**src/rtl/vram_write_ctrl_pkg.sv**
```systemverilog
// ---------------------------------------------------------------------------
// vram_write_ctrl_pkg
// Shared constants for the VRAM write path:
//   - command codes issued by the MCU bus stage (SET_ADDRESS)
//   - drain state machine encodings used by vram_write_ctrl
// ---------------------------------------------------------------------------
package vram_write_ctrl_pkg;

    // Command code that reloads the framebuffer write pointer.
    localparam logic [7:0] CMD_SET_ADDRESS = 8'h02;

    // Drain FSM: IDLE (nothing presented) / REQ (head entry on mem_* bus).
    typedef enum logic {
        ST_IDLE = 1'b0,
        ST_REQ  = 1'b1
    } drain_state_t;

endpackage

```
**src/rtl/vram_write_ctrl_sync_fifo.sv**
```systemverilog
// ---------------------------------------------------------------------------
// vram_write_ctrl_sync_fifo
// Single-clock FIFO, reusable by the readout path.
// Ports:
//   clk, rst      clock, asynchronous active-high reset (pointers/count only)
//   push, din     write request and data; ignored when full unless popping
//   pop           read request; ignored when empty
//   dout          head entry (storage read at rd_ptr, valid while !empty)
//   full, empty   occupancy flags
//   count         occupancy, 0..DEPTH
// DEPTH must be a power of two, >= 2; pointers wrap modulo DEPTH.
// ---------------------------------------------------------------------------
module vram_write_ctrl_sync_fifo #(
    parameter int WIDTH = 8,
    parameter int DEPTH = 16,
    parameter int CNT_W = $clog2(DEPTH) + 1
) (
    input  logic             clk,
    input  logic             rst,
    input  logic             push,
    input  logic             pop,
    input  logic [WIDTH-1:0] din,
    output logic [WIDTH-1:0] dout,
    output logic             full,
    output logic             empty,
    output logic [CNT_W-1:0] count
);
    localparam int PTR_W = $clog2(DEPTH);

    logic [WIDTH-1:0] mem [DEPTH];
    logic [PTR_W-1:0] wr_ptr;
    logic [PTR_W-1:0] rd_ptr;
    logic             wr_en;
    logic             rd_en;

    assign full  = (count == CNT_W'(DEPTH));
    assign empty = (count == '0);
    // A pop frees a slot in the same cycle, so a push into a full FIFO
    // is accepted when it coincides with a pop.
    assign rd_en = pop && !empty;
    assign wr_en = push && (!full || rd_en);
    assign dout  = mem[rd_ptr];

    // Storage carries no reset; only the pointers define validity.
    always_ff @(posedge clk) begin
        if (wr_en) begin
            mem[wr_ptr] <= din;
        end
    end

    always_ff @(posedge clk or posedge rst) begin
        if (rst) begin
            wr_ptr <= '0;
            rd_ptr <= '0;
            count  <= '0;
        end else begin
            if (wr_en) begin
                wr_ptr <= wr_ptr + PTR_W'(1);
            end
            if (rd_en) begin
                rd_ptr <= rd_ptr + PTR_W'(1);
            end
            case ({wr_en, rd_en})
                2'b10:   count <= count + CNT_W'(1);
                2'b01:   count <= count - CNT_W'(1);
                default: count <= count;
            endcase
        end
    end

endmodule

```
**src/rtl/vram_write_ctrl.sv**
```systemverilog
// ---------------------------------------------------------------------------
// vram_write_ctrl
// Turns MCU bus-stage command/data strobes into auto-incrementing
// framebuffer byte writes, buffered in a FIFO and drained to the VRAM
// arbiter over a req/ack handshake.
// Ports:
//   sysclk, rst          clock, asynchronous active-high reset
//   cmdclk, dataclk      one-cycle command / data strobes
//   data_in              command code (cmdclk) or pixel byte (dataclk)
//   address_in           SET_ADDRESS target, valid with cmdclk
//   mem_req/addr/data    write request to arbiter, head entry of FIFO
//   mem_ack              arbiter takes the presented write this cycle
//   overflow             sticky, a byte was dropped (cleared by SET_ADDRESS)
//   addr_err             sticky, SET_ADDRESS target >= FB_BYTES
//   busy                 FIFO not empty
//   write_count          completed writes (only with VRAM_WRITE_COUNT_EN)
// Optional feature macro: VRAM_WRITE_COUNT_EN
// ---------------------------------------------------------------------------
module vram_write_ctrl
    import vram_write_ctrl_pkg::*;
#(
    parameter int         ADDR_W          = 19,
    parameter int         FB_BYTES        = 307200,
    parameter int         FIFO_DEPTH      = 16,
    parameter logic [7:0] SET_ADDRESS_CMD = CMD_SET_ADDRESS
) (
    input  logic              sysclk,
    input  logic              rst,
    input  logic              cmdclk,
    input  logic              dataclk,
    input  logic [7:0]        data_in,
    input  logic [31:0]       address_in,
    output logic              mem_req,
    output logic [ADDR_W-1:0] mem_addr,
    output logic [7:0]        mem_data,
    input  logic              mem_ack,
    output logic              overflow,
    output logic              addr_err,
    output logic              busy
`ifdef VRAM_WRITE_COUNT_EN
    ,
    output logic [31:0]       write_count
`endif
);
    localparam int CNT_W   = $clog2(FIFO_DEPTH) + 1;
    localparam int ENTRY_W = ADDR_W + 8;

    logic [ADDR_W-1:0]  wr_ptr;
    logic [ADDR_W-1:0]  base_ptr;
    logic               set_addr;
    logic               addr_ok;
    logic               pop;
    logic               push_ok;
    logic               fifo_full;
    logic               fifo_empty;
    logic [CNT_W-1:0]   fifo_count;
    logic [ENTRY_W-1:0] head;
    drain_state_t       state;
    drain_state_t       state_nxt;

    function automatic logic [ADDR_W-1:0] next_ptr(input logic [ADDR_W-1:0] p);
        return (p == ADDR_W'(FB_BYTES - 1)) ? '0 : p + ADDR_W'(1);
    endfunction

    assign set_addr = cmdclk && (data_in == SET_ADDRESS_CMD);
    assign addr_ok  = (address_in < 32'(FB_BYTES));

    // A reload in the same cycle as a data strobe takes effect first, so
    // the byte lands at the new address.
    always_comb begin
        base_ptr = wr_ptr;
        if (set_addr) begin
            base_ptr = addr_ok ? address_in[ADDR_W-1:0] : '0;
        end
    end

    assign pop     = (state == ST_REQ) && mem_ack;
    assign push_ok = dataclk && (!fifo_full || pop);
    assign busy    = !fifo_empty;

    vram_write_ctrl_sync_fifo #(
        .WIDTH (ENTRY_W),
        .DEPTH (FIFO_DEPTH),
        .CNT_W (CNT_W)
    ) u_fifo (
        .clk   (sysclk),
        .rst   (rst),
        .push  (dataclk),
        .pop   (pop),
        .din   ({base_ptr, data_in}),
        .dout  (head),
        .full  (fifo_full),
        .empty (fifo_empty),
        .count (fifo_count)
    );

    // The pointer advances even for dropped bytes so later bytes keep
    // their intended addresses.
    always_ff @(posedge sysclk or posedge rst) begin
        if (rst) begin
            wr_ptr   <= '0;
            overflow <= 1'b0;
            addr_err <= 1'b0;
        end else begin
            wr_ptr <= dataclk ? next_ptr(base_ptr) : base_ptr;
            if (set_addr) begin
                overflow <= 1'b0;
                if (!addr_ok) begin
                    addr_err <= 1'b1;
                end
            end
            if (dataclk && !push_ok) begin
                overflow <= 1'b1;
            end
        end
    end

    always_ff @(posedge sysclk or posedge rst) begin
        if (rst) begin
            state <= ST_IDLE;
        end else begin
            state <= state_nxt;
        end
    end

    // Entering REQ on the push itself gives mem_req one cycle after the
    // strobe; the head is read from registered FIFO storage.
    always_comb begin
        state_nxt = state;
        mem_req   = 1'b0;
        mem_addr  = '0;
        mem_data  = '0;
        case (state)
            ST_IDLE: begin
                if (!fifo_empty || push_ok) begin
                    state_nxt = ST_REQ;
                end
            end
            ST_REQ: begin
                mem_req  = 1'b1;
                mem_addr = head[ENTRY_W-1:8];
                mem_data = head[7:0];
                if (mem_ack && (fifo_count == CNT_W'(1)) && !push_ok) begin
                    state_nxt = ST_IDLE;
                end
            end
            default: state_nxt = ST_IDLE;
        endcase
    end

`ifdef VRAM_WRITE_COUNT_EN
    always_ff @(posedge sysclk or posedge rst) begin
        if (rst) begin
            write_count <= '0;
        end else if (set_addr) begin
            write_count <= '0;
        end else if (mem_req && mem_ack) begin
            write_count <= write_count + 32'd1;
        end
    end
`endif

endmodule

```
**config.mk**
```make
export PLATFORM = sky130hd
export DESIGN_NAME = vram_write_ctrl
export DESIGN_NICKNAME = d
export VERILOG_FILES = /design/src/rtl/vram_write_ctrl_pkg.sv /design/src/rtl/vram_write_ctrl_sync_fifo.sv /design/src/rtl/vram_write_ctrl.sv
export SDC_FILE = /design/constraint.sdc
export NUM_CORES = 1
export LEC_CHECK = 0
export CORE_AREA = 2 2 209 211
export CTS_BUF_LIST = sky130_fd_sc_hd__clkbuf_16
export CTS_CLUSTER_DIAMETER = 50
export DETAILED_ROUTE_END_ITERATION = 12
export DIE_AREA = 0 0 211 213
export PLACE_DENSITY = 0.71
export SLEW_MARGIN = 15
export SYNTH_ARGS = -nofsm -noshare
export SYNTH_HDL_FRONTEND = slang
export SYNTH_SLANG_ARGS = --single-unit
```
**constraint.sdc**
```tcl
create_clock -name sysclk -period 5.9 [get_ports sysclk]
set_input_delay 0.885 -clock sysclk [delete_from_list [all_inputs] [get_ports sysclk]]
set_output_delay 0.885 -clock sysclk [all_outputs]
set_load 0.05 [all_outputs]
```
==> flow_summary.ini <==
[status]
status = finished clean

[synthesis]
yosys_warnings = 0
yosys.area.top_type = edfxtp_1
synth_top_area_share_pct = 68.6
yosys_register_bits = 467
syn_area_per_cell_sq_um = 20.3
synthCells = 932
ys_top_cells_by_area = edfxtp_1 69%, mux4_2 16%, dfrtp_1 4.6%
synth_cell_types = 68
ys_seq_area_share_pct = 73.2
synth_edf_count = 432
async_flop_share_pct = 7.49
yosys_most_used_dff = edfxtp_1
syn-num-nets = 987
syn_area_sq_mm = 0.0189

[pwr]
power_density_mw_per_mm2 = 493
p_leak_uw = 0.00738
vdd_ir_drop_max_mv = 0.366

[floorplanning]
fp.coreArea_sq_mm = 0.0427
die_y_um = 213
start_util_pct = 44.3
die_x_um = 211
fp-row-count = 76
dieArea_sq_mm = 0.0449
pin_count = 76

[routing]
num_vias = 9714
firstDrtPassIters = 5
via_per_inst = 5.93
wirelength_um = 43300
wl_per_cell_um = 26.4
postRouteAntennaNets = 0
drtIter0Drc = 1059
drc = 0

[clocking]
cts_resized = 0
insertion_delay_ns = 0.56
cts_root_buf = clkbuf_16
clk_pin_slew_ns = 0.06
ctsHoldBuffers = 0
numCtsBuffers = 45
htreeDepth = 2
cts.sinks = 467
cts_tree = yes
clock_path_buffers = 3
post-cts-setup-buffers = 0

[timing]
slew_viol_final = 0
skew_ns = 0.0116
timing.slew.headroom_pct = 23.5
fmax_ghz = 0.209
rsz0062_at_grt = no
finalHoldViolCount = 0
fin_setup_tns_ns = 0
worst_pin_slew_ns = 1.15
layout_min_cycle_time_ns = 4.79
setup_viol = 0
timing.final.crit_share_pct = 81.3

[cells_and_area]
syn_to_final_growth_pct = 17.2
multi_input_area_sq_mm = 0.00497
drive_above_1_share_pct = 26.3
design_area_sq_mm = 0.0222
diodes = 0
num-nets-final = 1110
seq_area_sq_mm = 0.0139
fill_cells = 3290

[grt]
grt_pass1_vias = 9884
grt_max_degree = 50
grtUsageTotal_pct = 19.8
gr-total-overflow = 0
grt_antenna_before_repair = 0
grt_pass1_wl_um = 64400

[setup_path]
end_kind = output pin
reg2regPathDepth = 8
cp-endpoint = mem_addr[14]
r2r_slack_ns = 2.50
cp-startpoint = u_fifo.rd_ptr[0]
cp-start-kind = flip-flop
worst-endpoint-required_ns = 5.02
path_class = reg -> out
r2r_start = u_fifo.count[0]
crit_fanout = 42
r2r-end = u_fifo.mem[12][16]
arrival_ns = 3.91

[placement]
port_buffers = 75
gp_congestion = 0.966
place_area_sq_mm = 0.0207
dpl.hpwl_um = 25500

[flow_run]
drv_cap = 0

[min_path]
min_path_type = reg -> reg
registers in the layout, indices dropped and copies added (netlist names):
name / flops
u_fifo.mem: 432
wr_ptr: 19
u_fifo.count: 5
u_fifo.rd_ptr: 4
u_fifo.wr_ptr: 4
addr_err: 1
overflow: 1
state: 1
cells in the mapped netlist, types with 2 or more instances:
cell type and instances:
nor3_1 16, and2_1 28, a21oi_1 10, ha_1 10
nand4b_1 2, or2_2 2, xnor2_1 15, a211oi_1 2
xor2_1 5, a31oi_1 6, buf_1 14, o31a_1 3
dfrtp_1 35, nor4_2 2, o21ai_0 11, mux2i_1 5
o21a_1 2, o31ai_1 4, a41oi_1 2, edfxtp_1 432
or4_4 2, nand2_1 37, nor4_1 5, nand4_1 10
nor2_1 33, and3_1 6, clkbuf_1 26, a22oi_1 2
nor3_4 2, inv_1 18, mux4_2 135, nand3_1 10
nand2b_1 5
where the power goes:
group	switching [uW]	total (uW)	internal [uW]	leakage, uW
combinational	1970	3620	1650	0.00214
sequential	406	4460	4050	0.00447
clock	1190	2850	1660	0.000768
cell families after synthesis:
family / Yosys count / share of synthesized area, %
xor+xnor: 20 / 0.926
buf+inv: 60 / 1.24
flops: 467 / 73.2
fa+ha+maj: 10 / 0.662
simple gates: 177 / 5.42
mux: 141 / 16.4
compound gates: 57 / 2.14
cells in the final DEF, fill, tap and decap left out, types with 6 or more instances in the layout:
cell / instances
a21oi_1: 10
edfxtp_1: 432
inv_1: 30
nand2_1: 37
clkbuf_16: 47
and2_1: 28
nor2_4: 12
a31oi_1: 6
clkdlybuf4s50_1: 75
and3_1: 6
ha_1: 10
xnor2_1: 15
clkinv_1: 7
nand4_1: 10
buf_4: 40
mux4_2: 135
nor3_1: 12
nand3_1: 10
o21ai_0: 9
nor2_1: 21
clkinv_2: 8
dfrtp_1: 31
routing by layer:
layer	vias up	GRT usage [%]	part of all wire, %
met1	5090	27.9	41
met5	-	0	0
met4	0	6.51	2.7
met3	83	3.25	6.9
met2	438	31.9	49
li1	4103	-	-
how the worst min path moves through the flow:
stage / from / end / slack, ns / depth (start not counted)
after global placement: addr_err / addr_err / 0.46 / 1
after detailed placement: addr_err / addr_err / 0.47 / 1
after floorplan: u_fifo.count[3] / u_fifo.count[3] / 0.48 / 1
after global routing: addr_err / addr_err / 0.49 / 1
final: addr_err / addr_err / 0.47 / 1
after CTS: addr_err / addr_err / 0.48 / 1
critical path, stage by stage, from the launching register on:
cell             delay (ns)
dfrtp_4                1.02
buf_4                  0.40
mux4_2                 0.55
mux4_2                 0.49
and2_1                 0.18
clkdlybuf4s50_1        0.70
cell type report:
type                    instances  share of cell area (%)
clock buffers                  47                    5.30
clock inverters                37                    1.39
inverters                      18                   0.305
multi-input cells             405                    22.4
flip-flops and latches        467                    62.5
well taps                     546                    3.08
repair buffers                118                    5.01
stage by stage:
step,worst slack [ns],util [%],total power (uW),hold WS (ns),instances
finish,1.11,51.9,10900,0.474,1638
floorplan,1.65,-,6900,0.484,932
detailed placement,1.21,48.4,8200,0.467,1554
CTS,1.00,51.9,11000,0.477,1638
global placement,1.38,48.4,8160,0.457,1554
global route,0.904,51.9,11400,0.488,1638
(Power assumes the default switching activity.)
